$ cat config.mk
export PLATFORM = sky130hd
export DESIGN_NAME = xbus_feeder
export DESIGN_NICKNAME = d
export VERILOG_FILES = /design/src/rtl/xbus_pkg.sv /design/src/rtl/xbus_feeder_fifo.sv /design/src/rtl/xbus_feeder.sv
export SDC_FILE = /design/constraint.sdc
export NUM_CORES = 1
export LEC_CHECK = 0
export BUFFER_PORTS_ARGS = -buffer_cell sky130_fd_sc_hd__buf_2
export CAP_MARGIN = 20
export CELL_PAD_IN_SITES_DETAIL_PLACEMENT = 1
export CELL_PAD_IN_SITES_GLOBAL_PLACEMENT = 1
export CORE_ASPECT_RATIO = 0.6
export CORE_MARGIN = 5
export CORE_UTILIZATION = 45
export CTS_BUF_LIST = sky130_fd_sc_hd__clkbuf_4 sky130_fd_sc_hd__clkbuf_8
export DETAILED_ROUTE_END_ITERATION = 10
export HOLD_SLACK_MARGIN = 0.08
export PLACE_DENSITY = 0.89
export SYNTH_ARGS = -nofsm -noshare
export SYNTH_HDL_FRONTEND = slang
export SYNTH_SLANG_ARGS = --single-unit
$ cat constraint.sdc
create_clock -name clk -period 6.8 [get_ports clk]
set_input_delay 0.34 -clock clk [delete_from_list [all_inputs] [get_ports clk]]
set_output_delay 0.34 -clock clk [all_outputs]
set_load 0.01 [all_outputs]
$ cat src/rtl/xbus_pkg.sv
// xbus_pkg: shared X-bus widths, feeder FSM states and tag/value field helpers
package xbus_pkg;

    localparam int XB_ID_LEN    = 5;
    localparam int XB_VALUE_LEN = 32;

    typedef enum logic [1:0] {IDLE, DRAIN, SCAN, DONE} xbus_state_e;

    function automatic logic [XB_ID_LEN-1:0] tag_of(input logic [XB_VALUE_LEN+XB_ID_LEN-1:0] tv);
        return tv[XB_VALUE_LEN+XB_ID_LEN-1 -: XB_ID_LEN];
    endfunction

    function automatic logic [XB_VALUE_LEN-1:0] value_of(input logic [XB_VALUE_LEN+XB_ID_LEN-1:0] tv);
        return tv[XB_VALUE_LEN-1:0];
    endfunction

endpackage

$ cat src/rtl/xbus_feeder_fifo.sv
// xbus_feeder_fifo: synchronous FIFO with MSB-wrap pointers and a combinational head read
module xbus_feeder_fifo #(
    parameter int W     = 37,
    parameter int DEPTH = 4
) (
    input  logic                    clk,
    input  logic                    rst,
    input  logic                    push,
    input  logic                    pop,
    input  logic [W-1:0]            din,
    output logic [W-1:0]            dout,
    output logic                    full,
    output logic                    empty,
    output logic [$clog2(DEPTH):0]  level
);

    localparam int AW = $clog2(DEPTH);

    logic [AW:0]  wr_ptr_q, wr_ptr_d, rd_ptr_q, rd_ptr_d;
    logic [W-1:0] mem_q [DEPTH];
    logic [W-1:0] mem_d [DEPTH];
    logic         do_push, do_pop;

    assign full    = (wr_ptr_q[AW] != rd_ptr_q[AW]) && (wr_ptr_q[AW-1:0] == rd_ptr_q[AW-1:0]);
    assign empty   = wr_ptr_q == rd_ptr_q;
    assign level   = wr_ptr_q - rd_ptr_q;
    assign dout    = mem_q[rd_ptr_q[AW-1:0]];
    assign do_push = push && !full;
    assign do_pop  = pop && !empty;

    // Write the tail slot and advance whichever pointers moved
    always_comb begin
        mem_d = mem_q;
        if (do_push) mem_d[wr_ptr_q[AW-1:0]] = din;
        wr_ptr_d = wr_ptr_q + (AW+1)'(do_push);
        rd_ptr_d = rd_ptr_q + (AW+1)'(do_pop);
    end

    // Pointers clear on reset; storage is masked by empty so it needs none
    always_ff @(posedge clk) begin
        if (!rst) begin
            wr_ptr_q <= '0;
            rd_ptr_q <= '0;
        end else begin
            wr_ptr_q <= wr_ptr_d;
            rd_ptr_q <= rd_ptr_d;
        end
        mem_q <= mem_d;
    end

endmodule

$ cat src/rtl/xbus_feeder.sv
// xbus_feeder: buffers tagged words toward the X-bus and scans multicast IDs into the PE chain.
// Optional saturating perf counters are built when XBUS_FEEDER_PERF_CNT_EN is defined.
module xbus_feeder
    import xbus_pkg::*;
#(
    parameter int PE_NUMS   = 14,
    parameter int ID_LEN    = XB_ID_LEN,
    parameter int VALUE_LEN = XB_VALUE_LEN,
    parameter int DEPTH     = 4
) (
    input  logic                         clk,
    input  logic                         rst,
    input  logic                         in_valid,
    output logic                         in_ready,
    input  logic [VALUE_LEN+ID_LEN-1:0]  in_tag_value,
    output logic                         xbus_enable,
    input  logic                         xbus_ready,
    output logic [VALUE_LEN+ID_LEN-1:0]  xbus_tag_value,
    input  logic                         cfg_start,
    input  logic [PE_NUMS*ID_LEN-1:0]    cfg_id_table,
    output logic                         cfg_busy,
    output logic                         cfg_done,
    output logic                         set_id,
    output logic [ID_LEN-1:0]            id_scan_out
`ifdef XBUS_FEEDER_PERF_CNT_EN
    ,
    output logic [31:0]                  perf_xfer_cnt,
    output logic [31:0]                  perf_stall_cnt
`endif
);

    localparam int KW = PE_NUMS > 1 ? $clog2(PE_NUMS) : 1;

    xbus_state_e                  state_q, state_d;
    logic [KW-1:0]                k_q, k_d;
    logic [PE_NUMS*ID_LEN-1:0]    table_q, table_d;
    logic                         set_id_q, set_id_d, cfg_busy_q, cfg_busy_d, cfg_done_q, cfg_done_d;
    logic [ID_LEN-1:0]            id_scan_out_q, id_scan_out_d;
    logic                         full, empty, push, pop;
    logic [$clog2(DEPTH):0]       level;

    assign push        = in_valid && in_ready;
    assign pop         = xbus_enable && xbus_ready;
    assign set_id      = set_id_q;
    assign id_scan_out = id_scan_out_q;
    assign cfg_busy    = cfg_busy_q;
    assign cfg_done    = cfg_done_q;

    xbus_feeder_fifo #(.W(VALUE_LEN+ID_LEN), .DEPTH(DEPTH)) u_fifo (
        .clk   (clk),
        .rst   (rst),
        .push  (push),
        .pop   (pop),
        .din   (in_tag_value),
        .dout  (xbus_tag_value),
        .full  (full),
        .empty (empty),
        .level (level)
    );

    // State and registered control outputs
    always_ff @(posedge clk) begin
        if (!rst) begin
            state_q       <= IDLE;
            k_q           <= '0;
            table_q       <= '0;
            set_id_q      <= 1'b0;
            id_scan_out_q <= '0;
            cfg_busy_q    <= 1'b0;
            cfg_done_q    <= 1'b0;
        end else begin
            state_q       <= state_d;
            k_q           <= k_d;
            table_q       <= table_d;
            set_id_q      <= set_id_d;
            id_scan_out_q <= id_scan_out_d;
            cfg_busy_q    <= cfg_busy_d;
            cfg_done_q    <= cfg_done_d;
        end
    end

    // Next state; a word accepted alongside cfg_start is drained before scanning
    always_comb begin
        state_d = state_q;
        case (state_q)
            IDLE:    if (cfg_start) state_d = (empty && !push) ? SCAN : DRAIN;
            DRAIN:   if (empty || (level == 1 && pop)) state_d = SCAN;
            SCAN:    if (k_q == KW'(PE_NUMS-1)) state_d = DONE;
            default: state_d = IDLE;
        endcase
    end

    // Handshake decode and next values of the registered scan controls
    always_comb begin
        in_ready      = rst && state_q == IDLE && !full;
        xbus_enable   = (state_q == IDLE || state_q == DRAIN) && !empty;
        table_d       = (state_q == IDLE && cfg_start) ? cfg_id_table : table_q;
        k_d           = state_q == SCAN ? k_q + KW'(1) : '0;
        set_id_d      = state_d == SCAN;
        id_scan_out_d = set_id_d ? table_d[(PE_NUMS-1-int'(k_d))*ID_LEN +: ID_LEN] : '0;
        cfg_busy_d    = state_d == DRAIN || state_d == SCAN;
        cfg_done_d    = state_d == DONE;
    end

`ifdef XBUS_FEEDER_PERF_CNT_EN
    logic [31:0] perf_xfer_cnt_q, perf_xfer_cnt_d, perf_stall_cnt_q, perf_stall_cnt_d;

    assign perf_xfer_cnt  = perf_xfer_cnt_q;
    assign perf_stall_cnt = perf_stall_cnt_q;

    // Saturating transfer and stall counts
    always_comb begin
        perf_xfer_cnt_d  = perf_xfer_cnt_q + 32'(pop && !(&perf_xfer_cnt_q));
        perf_stall_cnt_d = perf_stall_cnt_q + 32'(xbus_enable && !xbus_ready && !(&perf_stall_cnt_q));
    end

    // Counters clear on reset
    always_ff @(posedge clk) begin
        if (!rst) begin
            perf_xfer_cnt_q  <= '0;
            perf_stall_cnt_q <= '0;
        end else begin
            perf_xfer_cnt_q  <= perf_xfer_cnt_d;
            perf_stall_cnt_q <= perf_stall_cnt_d;
        end
    end
`endif

endmodule

Word-level counts from Yosys, hierarchy flattened
Index checks and enable logic that the tools add are counted.
{"block": "word_totals", "reg_bits": 238, "inputBits": 112, "output_inout_bits": 47, "wordCells": 68}
{"block": "classes", "n_addsub": 5, "multipliers": 1, "n_lt_le_gt_ge": 3, "eq_ne": 10, "shift": 1, "n_mux": 13, "bitwise_logic": 2, "n_reduce_logical": 20}
{"operator": "148-bit bitwise mux", "count": 1}
{"operator": "37-bit two-way mux", "count": 3}
{"operator": "37-bit binary-select mux with 2-bit select", "count": 1}
{"operator": "37-bit demux with 2-bit select", "count": 1}
{"operator": "70-bit two-way mux", "count": 1}
{"operator": "70-bit by 9-bit indexed part select with 5-bit output", "count": 1}
{"operator": "1-bit logical AND", "count": 12}
{"operator": "5-bit by 4-bit multiplier with 9-bit output (second input constant)", "count": 1}
{"operator": "2-bit two-way mux", "count": 4}
{"operator": "3-bit by 1-bit adder with 3-bit output", "count": 2}
{"operator": "2-bit == test (second input constant)", "count": 3}
{"operator": "3-bit >= comparator (second input constant)", "count": 2}
{"operator": "2-bit NOT with 3-bit output", "count": 2}
{"operator": "2-bit one-hot mux with 3 select lines", "count": 1}
{"operator": "4-bit by 4-bit subtractor with 5-bit output (first input constant)", "count": 1}
{"operator": "4-bit by 1-bit adder with 4-bit output (second input constant)", "count": 1}
{"operator": "2-bit by 1-bit == test with 1-bit output (second input constant)", "count": 2}
{"operator": "4-bit == test (second input constant)", "count": 1}
{"operator": "4-bit two-way mux", "count": 1}
{"operator": "3-bit by 1-bit == test with 1-bit output (second input constant)", "count": 1}
{"operator": "3-bit == test", "count": 1}
{"operator": "1-bit zero test", "count": 3}
{"operator": "1-bit logical OR", "count": 3}
{"operator": "3-bit by 1-bit less-than comparator with 1-bit output (second input constant)", "count": 1}
{"operator": "other kinds (5)", "count": 5}

Longest topological paths before layout
Gate-level depths: netlist of run 1.
{"block": "depth", "word_depth": 12, "mapped_depth": 22, "depth_no_buf": 17}

Hierarchy
A second synthesis of run 1 with hierarchy kept.
{"block": "unflattened", "hier_cells": 1056, "area_unflattened_um2": 11718.7}
{"module": "xbus_feeder", "n_inst": 1, "cells_per_inst": 821, "area_per_inst_um2": 5925.7, "seq_area_each_um2": 1681.6}
{"module": "xbus_feeder_fifo", "n_inst": 1, "cells_per_inst": 235, "area_per_inst_um2": 5793.1, "seq_area_each_um2": 4564.4}

Worst setup path after synthesis of run 1
No wires, ideal clock.
{"block": "synth_timing", "path_type": "reg-to-reg", "startpoint": "register u_fifo.rd_ptr_q[1]", "endpoint": "register u_fifo.mem_q[100] (netlist name) (enable)", "setup_time_ns": 0.477, "arrival_ns": 4.359, "required_time_ns": 6.323, "path_slack_ns": 1.964, "path_stages_with_launch": 9, "path_buffers": 2, "synth_period_minus_slack_ns": 4.836, "cell_sequence": "dfxtp_1 > clkbuf_1 > clkbuf_1 > inv_1 > ha_1 > nand2_1 > o211a_1 > nand2_1 > nor3_1"}
{"block": "synth_via", "elab_chain_cells": 6}
{"element": "from (decl)", "line_no": "xbus_feeder_fifo.sv:19", "source": "logic [AW:0] wr_ptr_q, wr_ptr_d, rd_ptr_q, rd_ptr_d;"}
{"element": "from (signal assigned)", "line_no": "xbus_feeder_fifo.sv:46", "source": "rd_ptr_q <= rd_ptr_d;"}
{"element": "2-bit == test", "line_no": "xbus_feeder_fifo.sv:24", "source": "assign full = (wr_ptr_q[AW] != rd_ptr_q[AW]) && (wr_ptr_q[AW-1:0] == rd_ptr_q[AW-1:0]);"}
{"element": "1-bit logical AND", "line_no": "xbus_feeder_fifo.sv:24"}
{"element": "1-bit zero test", "line_no": "xbus_feeder.sv:95", "source": "in_ready = rst && state_q == IDLE && !full;"}
{"element": "1-bit logical AND", "line_no": "xbus_feeder.sv:95"}
{"element": "named net in_ready", "line_no": "xbus_feeder.sv:14", "source": "output logic in_ready,"}
{"element": "1-bit logical AND", "line_no": "xbus_feeder.sv:42", "source": "assign push = in_valid && in_ready;"}
{"element": "1-bit logical AND", "line_no": "xbus_feeder_fifo.sv:28", "source": "assign do_push = push && !full;"}
{"element": "to (signal assigned)", "line_no": "xbus_feeder_fifo.sv:48", "source": "mem_q <= mem_d;"}
{"element": "to (decl)", "line_no": "xbus_feeder_fifo.sv:20", "source": "logic [W-1:0] mem_q [DEPTH];"}
The timed path passes the listed nets, and every way through them passes these cells.
A chain may end at the register's enable or synchronous reset.

Worst setup path in the final report of run 1
{"block": "layout_timing", "startpoint": "register k_q[0]", "endpoint": "register id_scan_out_q[3] (netlist: id_scan_out[3])"}
{"block": "layout_via", "elab_chain_cells": 5, "word_cells_on_any_way": 10, "classes_between": "add/sub: 2; mul: 1; eq/ne: 2; shift: 1; mux: 3; reduce/logical: 1"}
{"element": "from (decl)", "line_no": "xbus_feeder.sv:35", "source": "logic [KW-1:0] k_q, k_d;"}
{"element": "from (signal assigned)", "line_no": "xbus_feeder.sv:73", "source": "k_q <= k_d;"}
{"element": "4-bit by 1-bit adder with 4-bit output or 4-bit == test (tied branches)", "line_no": "xbus_feeder.sv:98, xbus_feeder.sv:88"}
{"element": "4-bit two-way mux or 2-bit two-way mux (tied branches)", "line_no": "xbus_feeder.sv:98, xbus_feeder.sv:88"}
{"element": "4-bit by 4-bit subtractor with 5-bit output or 2-bit one-hot mux with 3 select lines (tied branches)", "line_no": "xbus_feeder.sv:100, xbus_feeder.sv:85"}
{"element": "5-bit by 4-bit multiplier with 9-bit output or 2-bit == test (tied branches)", "line_no": "xbus_feeder.sv:100, xbus_feeder.sv:99"}
{"element": "70-bit by 9-bit indexed part select with 5-bit output or 2-bit AND reduction (tied branches)"}
{"element": "to (signal assigned)", "line_no": "xbus_feeder.sv:76", "source": "id_scan_out_q <= id_scan_out_d;"}
{"element": "to (decl)", "line_no": "xbus_feeder.sv:38", "source": "logic [ID_LEN-1:0] id_scan_out_q, id_scan_out_d;"}
Several ways; a longest one is shown, not always the timed one.

==> run_results.csv, run 1 <==
group,metric,value,unit
run_status,status,"complete, no violations",
critical_path,cp-end-kind,"register",
detailed_routing,routed_wl,40080,um
floorplanning,io_pins,159,
clocking,clock-root-buffer,"clkbuf_8",
power,p_comb_frac,0.315,
global_routing,grt_pass1_vias,10150,
sta,slew_headroom,0.2849,
placement,dp_hpwl,27580,um
final_layout,nFillCells,2753,
detailed_routing,firstDrtPassIters,5,
global_routing,met2_usage,0.4004,
power,power.density,302.3,nW/um^2
synthesis,syn_nets,1195,
floorplanning,num_rows,45,
synthesis,synthDistinctLibCells,74,
power,leakagePower,5.484,nW
synthesis,syn_area,11780,sq um
global_routing,grt_use_met1,0.3941,
sta,fmax,0.1855,GHz
global_routing,grt_pass1_wl,61310,um
detailed_routing,wl_per_cell,24.10,um
critical_path,cp-start-kind,"register",
power,clkPwrFrac,0.301,
clocking,cts-buffers-inserted,37,
hold_path,hp-class,"in2reg",
sta,rsz0062_at_grt,"false",
global_routing,busiest_layer,"met2",
flow_run,cap_violations,0,
critical_path,critPathSlowestCell,"nor4b_1",
sta,setup-violations-final,0,
synthesis,synth_edf_count,148,
synthesis,synth.avg_cell_area,11.08,sq um
sta,setup-tns-final,0,ps
detailed_routing,viasPerCell,5.999,
clocking,postCtsResizedCells,0,
critical_path,arrival,5860,ps
synthesis,synth_cells,1063,
placement,post-place-ws,1634,ps
clocking,clk_path_buf_depth,3,
critical_path,cp_cell_sequence,"ha_1, or3b_4, inv_2, buf_4, ha_1, ha_1, a211oi_1, nor2_1, a211oi_1, or2_1, a31oi_1, nor4b_1, a211oi_1, o31ai_1",
clocking,cts_max_level,2,
power,p_seq_frac,0.384,
detailed_routing,vias,9976,
critical_path,max_stage_delay,710,ps
final_layout,area_growth,22.79,%
clocking,cts_tree,"built",
placement,port_buffers,158,
global_routing,grt_use_met3,0.07058,
floorplanning,core_area,25510,sq um
sta,min_period,5390,ps
synthesis,yosysSeqAreaShare,0.5303,
floorplanning,die_x,218.9,um
sta,skew,22.46,ps
detailed_routing,antenna_left,0,
detailed_routing,drc,0,
global_routing,antenna_found_initial,0,
floorplanning,die-area,29610,sq um
critical_path,crit_fanout,48,
global_routing,grt_overflow,0,
clocking,worstSkewPairLatency,560,ps
placement,routabilityCongestion,0.9855,
global_routing,grt_usage,0.2679,
final_layout,num_antenna_cells,0,
sta,setup_slack,1410,ps
clocking,path_clk_slew,70,ps
power,swShare,0.3507,
clocking,clkSinkCount,238,
synthesis,synth-main-ff-cell,"edfxtp_1",
synthesis,synth-seq-cells,238,
final_layout,fin_area,14460,sq um
global_routing,grt_start_max_net_pins,89,
power,max-vdd-ir-drop,0.0001455,V
floorplanning,initial_utilization,0.4618,
power,cellInternalPower,2.839,mW
final_layout,drive_gt1_frac,0.2304,
final_layout,fin_util,0.5670,
critical_path,path_class,"reg2reg",
sta,report.final.slew_viol_count,0,
critical_path,crit_required,7270,ps
power,p_sw,1.533,mW
final_layout,fin_nets,1416,
sta,fin_crit_sh,0.7926,
floorplanning,die_y,135.3,um
sta,worst_pin_slew,1073,ps
synthesis,synthArstFlopShare,0,
sta,timing.final.hold_violations,0,
placement,place_area,12850,sq um
synthesis,synth_warnings,0,
power,finalPower,4.372,mW
detailed_routing,drt-initial-drc-count,964,
-- flip-flops by register name, indices dropped and copies added (netlist names) --
| register | flops |
|---|---|
| cfg_done | 1 |
| u_fifo.wr_ptr_q | 3 |
| cfg_busy | 1 |
| u_fifo.rd_ptr_q | 3 |
| state_q | 2 |
| id_scan_out | 5 |
| u_fifo.mem_q | 148 |
| k_q | 4 |
| table_q | 70 |
| set_id | 1 |
-- Yosys cell counts (5+ instances only) --
master	count	area [sq um]
edfxtp_1	148	4444
nand2_1	139	521.8
dfxtp_1	90	1802
nor2_1	80	300.3
a21oi_1	57	285.3
clkbuf_1	47	176.4
a21boi_0	46	345.3
o21ai_0	46	230.2
mux4_2	38	855.8
mux2i_1	30	300.3
a31oi_1	26	162.7
nor2b_1	26	162.7
and2_1	25	156.4
a221oi_1	24	210.2
ha_1	18	225.2
buf_2	16	80.08
nor3_1	16	80.08
inv_1	14	52.55
o22ai_1	11	68.82
a211oi_1	10	75.07
a22oi_1	10	75.07
nand3_1	10	50.05
a2bb2oi_1	9	78.83
buf_1	9	33.78
xor2_1	7	61.31
o211ai_1	6	45.04
o221ai_1	6	52.55
a31o_2	5	43.79
and3_1	5	31.28
o21ai_1	5	25.02
o31ai_1	5	37.54
-- path summary, 6_finish.rpt --
path	start	end	slack (ps)	depth (start not counted)
max	k_q[0]	id_scan_out[3]	1410	14
min	cfg_id_table[11]	table_q[11]	100	3
max reg2reg	k_q[0]	id_scan_out[3]	1410	14
min reg2reg	table_q[31]	table_q[31]	490	2
-- stage by stage --
| stage | hold WS (ps) | cells |
|---|---|---|
| after floorplan | 438.9 | 1063 |
| after global placement | 471.8 | 1515 |
| after detailed placement | 484.7 | 1515 |
| after CTS | 80.79 | 1663 |
| after global routing | 96.91 | 1663 |
| final | 95.12 | 1663 |
-- metal layers --
layer	up-vias	share of wire
met5	-	0
met4	0	0.020
met3	59	0.089
met2	437	0.44
met1	5020	0.45
li1	4460	-
-- cell usage in the layout (no fill, tap or decap), types with 14 or more instances in the layout --
master | synthesis | final
dlygate4sd3_1 | 0 | 82
clkbuf_4 | 0 | 17
mux4_2 | 38 | 38
a221oi_1 | 24 | 24
edfxtp_1 | 148 | 148
a21oi_1 | 57 | 57
buf_4 | 2 | 18
dfxtp_1 | 90 | 88
buf_2 | 16 | 158
o21ai_0 | 46 | 46
nor3_1 | 16 | 14
nand2_1 | 139 | 139
a31oi_1 | 26 | 26
mux2i_1 | 30 | 30
and2_1 | 25 | 25
inv_1 | 14 | 14
nor2b_1 | 26 | 26
nor2_1 | 80 | 78
clkbuf_8 | 0 | 38
ha_1 | 18 | 18
a21boi_0 | 46 | 46
-- critical path: cells and delay by family (launching register included) --
kind / cells / cell delay, ps
simple gates: 4 / 2180
compound gates: 5 / 1170
buf+inv: 2 / 570
fa+ha+maj: 3 / 850
flops: 1 / 510
-- power by group through the flow --
stage               logic, mW  clock network, mW  registers, mW
floorplan               0.842                  0           1.68
global placement         1.26                  0           1.70
detailed placement       1.28                  0           1.71
CTS                      1.33               1.34           1.68
global route             1.47               1.41           1.69
finish                   1.38               1.32           1.68
-- cell type report --
| class | count | area (sq um) | area share |
|---|---|---|---|
| repair buffers | 258 | 1747 | 0.1208 |
| clock inverters | 11 | 137.6 | 0.009517 |
| well taps | 352 | 440.4 | 0.03046 |
| multi-input cells | 732 | 5172 | 0.3577 |
| clock buffers | 55 | 650.6 | 0.04499 |
| inverters | 17 | 65.06 | 0.004499 |
| flip-flops and latches | 238 | 6248 | 0.4321 |
-- cell families (layout without fill, tap and decap cells) --
group / count (synthesis) / in the layout / share of synthesized area
AOI/OAI and AO/OA: 304 / 304 / 0.1770
xor gates and xnor gates: 11 / 11 / 0.008180
adders and majority gates: 20 / 20 / 0.02252
buffers and inverters: 93 / 341 / 0.03325
DFF: 238 / 238 / 0.5303
muxes: 69 / 69 / 0.09912
and+or+nand+nor: 328 / 328 / 0.1296
-- timing repair --
action	4_1_cts	5_1_grt
endpoints found under the hold margin	193	0
setup buffers	0	0
hold buffers	82	0
No activity file was read; power rests on OpenSTA's default activity.
==> run 2, diff against run 1 <==
--- a/config.mk
+++ b/config.mk
@@ -5,6 +5,7 @@
 export SDC_FILE = /design/constraint.sdc
 export NUM_CORES = 1
 export LEC_CHECK = 0
+export ABC_AREA = 1
 export BUFFER_PORTS_ARGS = -buffer_cell sky130_fd_sc_hd__buf_2
 export CAP_MARGIN = 20
 export CELL_PAD_IN_SITES_DETAIL_PLACEMENT = 1
@@ -15,7 +16,7 @@
 export CTS_BUF_LIST = sky130_fd_sc_hd__clkbuf_4 sky130_fd_sc_hd__clkbuf_8
 export DETAILED_ROUTE_END_ITERATION = 10
 export HOLD_SLACK_MARGIN = 0.08
-export PLACE_DENSITY = 0.89
+export PLACE_DENSITY = 0.93
 export SYNTH_ARGS = -nofsm -noshare
 export SYNTH_HDL_FRONTEND = slang
 export SYNTH_SLANG_ARGS = --single-unit
==> constraint.sdc (replaced) <==
create_clock -name clk -period 5.1 [get_ports clk]
set_input_delay 0.255 -clock clk [delete_from_list [all_inputs] [get_ports clk]]
set_output_delay 0.255 -clock clk [all_outputs]
set_load 0.01 [all_outputs]
==> run_results.csv, run 2 <==
group,metric,value,unit
power,finalPower,7.054,mW
sta,fmax,0.2130,GHz
critical_path,cp-start-kind,"register",
sta,worst_pin_slew,841.1,ps
final_layout,top_register,"u_fifo.mem_q",
synthesis,synthDistinctLibCells,39,
synthesis,synth_edf_count,148,
critical_path,crit_required,5560,ps
clocking,clk_path_buf_depth,3,
critical_path,r2r_cells,26,
synthesis,synthArstFlopShare,0,
critical_path,path_class,"reg2reg",
critical_path,reg2reg_from,"k_q[0]",
sta,setup-tns-final,0,ps
synthesis,synth_adder_area_share,0.02163,
detailed_routing,viasPerCell,5.621,
floorplanning,die-area,30760,sq um
global_routing,grt_pass1_vias,12420,
detailed_routing,vias,11840,
sta,fin_crit_sh,0.9207,
hold_path,hold-path-endpoint,"table_q[12]",
sta,slew_headroom,0.4386,
sta,skew,23.13,ps
final_layout,fin_util,0.5635,
sta,timing.final.hold_violations,0,
power,max-vdd-ir-drop,0.0002244,V
sta,report.final.slew_viol_count,0,
hold_path,min_from,"cfg_id_table[12]",
clocking,post_cts_buffers,0,
synthesis,synthXorXnorAreaFrac,0.003571,
synthesis,ys_top_cells_by_count,"nand2_1, nor2_1, nand3_1",
global_routing,grt_start_max_net_pins,77,
floorplanning,num_rows,46,
final_layout,num_antenna_cells,0,
power,power.density,469.8,nW/um^2
clocking,path_clk_slew,70,ps
global_routing,grt_overflow,0,
final_layout,finalNonFillerCells,2107,
detailed_routing,drc,0,
synthesis,synth_top_family_by_area,"simple AND/OR/NAND/NOR gates",
sta,setup-violations-final,0,
hold_path,holdPathStages,4,
clocking,cts_max_level,2,
synthesis,synth-seq-cells,238,
floorplanning,io_pins,159,
synthesis,yosysMostFrequentCell,"nand2_1",
detailed_routing,firstDrtPassIters,5,
synthesis,synth.area.mux_share,0.01714,
clocking,clock-root-buffer,"clkbuf_8",
flow_run,cap_violations,0,
run_status,status,"complete, no violations",
sta,rsz0062_at_grt,"false",
synthesis,syn_nets,1636,
critical_path,r2r_slack,400,ps
detailed_routing,drt-initial-drc-count,1163,
global_routing,grt_usage,0.2847,
synthesis,synth_compound_area_frac,0.1074,
final_layout,final_common_cell,"nand2_1",
clocking,clkSinkCount,238,
critical_path,cp-end-kind,"register",
clocking,worstSkewPairLatency,560,ps
synthesis,syn_area,12260,sq um
critical_path,rr_endpoint,"id_scan_out[0]",
floorplanning,initial_utilization,0.4602,
clocking,cts_tree,"built",
global_routing,grt_pass1_wl,69480,um
synthesis,synth_largest_area_cell,"edfxtp_1",
critical_path,arrival,5160,ps
floorplanning,die_y,137.9,um
synthesis,synth_cells,1504,
synthesis,yosysTopAreaCellShare,0.3624,
final_layout,drive_gt1_frac,0.1563,
synthesis,synthSimpleGateAreaFrac,0.2626,
sta,min_period,4695,ps
critical_path,crit_fanout,35,
detailed_routing,routed_wl,44250,um
detailed_routing,wl_per_cell,21.00,um
hold_path,hp-class,"in2reg",
final_layout,area_growth,22.43,%
detailed_routing,antenna_left,0,
placement,port_buffers,158,
final_layout,largest_reg_flops,148,
floorplanning,core_area,26650,sq um
placement,routabilityCongestion,0.9452,
final_layout,fin_nets,1849,
global_routing,antenna_found_initial,0,
synthesis,yosysSeqAreaShare,0.5093,
power,leakagePower,6.625,nW
synthesis,synthTopCellsByArea,"edfxtp_1, dfxtp_1, nand2_1",
clocking,cts-buffers-inserted,38,
placement,dp_hpwl,28580,um
final_layout,final_cell_mix,"nand2_1, nor2_1, nand3_1, buf_2, edfxtp_1",
synthesis,synth.avg_cell_area,8.154,sq um
synthesis,synth_warnings,0,
floorplanning,die_x,223.1,um
placement,dp_cells,1949,
final_layout,nFillCells,3214,
synthesis,synth-main-ff-cell,"edfxtp_1",
## run 2: changes by cell type after synthesis, sizes merged, moves of 27 or more
| cell | before | now |
|---|---|---|
| a21oi | 57 | 26 |
| nand2 | 140 | 307 |
| nand3 | 10 | 185 |
| o21ai | 51 | 131 |
| a21boi | 46 | 0 |
| nor2b | 27 | 0 |
| nor2 | 81 | 214 |
| inv | 16 | 145 |
| mux4 | 38 | 0 |
## run 2: kinds of logic (layout without fill, tap and decap cells)
group           count (synthesis)  count (layout)
mux                            21              21
fa+ha+maj                      20              20
compound gates                235             235
xor+xnor                        5               5
simple gates                  746             746
buf+inv                       239             482
flops                         238             238
## run 2: worst max-delay path by stage
stage,start,slack (ps),end
2_1_floorplan,u_fifo.rd_ptr_q[1],410,u_fifo.mem_q[0]
3_3_place_gp,k_q[0],670,id_scan_out[4]
3_5_place_dp,k_q[0],450,id_scan_out[0]
4_1_cts,k_q[0],420,id_scan_out[0]
5_1_grt,k_q[0],70,id_scan_out[0]
6_report,k_q[0],400,id_scan_out[0]
## run 2: routing by layer
| layer | up-vias | global-route usage | routed length (um) |
|---|---|---|---|
| met3 | 59 | 0.05796 | 3433 |
| li1 | 5466 | - | - |
| met1 | 5814 | 0.3783 | 19060 |
| met2 | 504 | 0.4890 | 21100 |
| met4 | 0 | 0.06222 | 665 |
| met5 | - | 0 | 0 |
## run 2: metrics by stage
step           instance area, sq um  hold slack [ps]  worst slack [ps]
6_report                      15020            118.3             404.6
5_1_grt                       15020            95.37             74.25
4_1_cts                       14970            80.02             416.3
3_5_place_dp                  13270            473.0             451.4
3_3_place_gp                  13270            466.8             666.9
2_1_floorplan                 12260            353.9             407.3
## run 2: cell type report
| type | instances | area (sq um) | area share |
|---|---|---|---|
| sequential | 238 | 6247 | 0.4160 |
| clock buffer | 51 | 639.4 | 0.04258 |
| multi-input combinational | 1027 | 5094 | 0.3392 |
| inverter | 146 | 550.5 | 0.03666 |
| timing repair buffer | 266 | 1839 | 0.1225 |
| clock inverter | 19 | 195.2 | 0.01300 |
| tap | 360 | 450.4 | 0.03000 |
## run 2: critical path, stage by stage (launching register included)
cell and delay, ps:
dfxtp_1 370, ha_1 230, inv_1 60, nand2_1 50, nand3_1 170, inv_1 80
ha_1 220, xnor2_1 240, ha_1 280, ha_1 330, a21oi_1 150, nand2_1 80
nand2_1 120, nand3_4 400, nand2_8 360, buf_4 330, nor2_1 100, nand2_1 90
nand3_1 100, a21oi_1 190, nor2_1 70, o21ai_0 120, nand2_1 110, nand2_1 90
nand3_1 90, nand2_1 80, inv_1 40
## run 2: power breakdown
| part | switching (mW) | internal (mW) | total, mW |
|---|---|---|---|
| logic | 2.01 | 0.924 | 2.93 |
| registers | 0.0600 | 2.22 | 2.28 |
| clock network | 0.816 | 1.03 | 1.84 |
## run 2: timing repair
item | CTS | global route
resized for setup | 0 | 1
hold buffers | 86 | 1
endpoints found under the setup margin | 0 | 1
endpoints found under the hold margin | 201 | 1
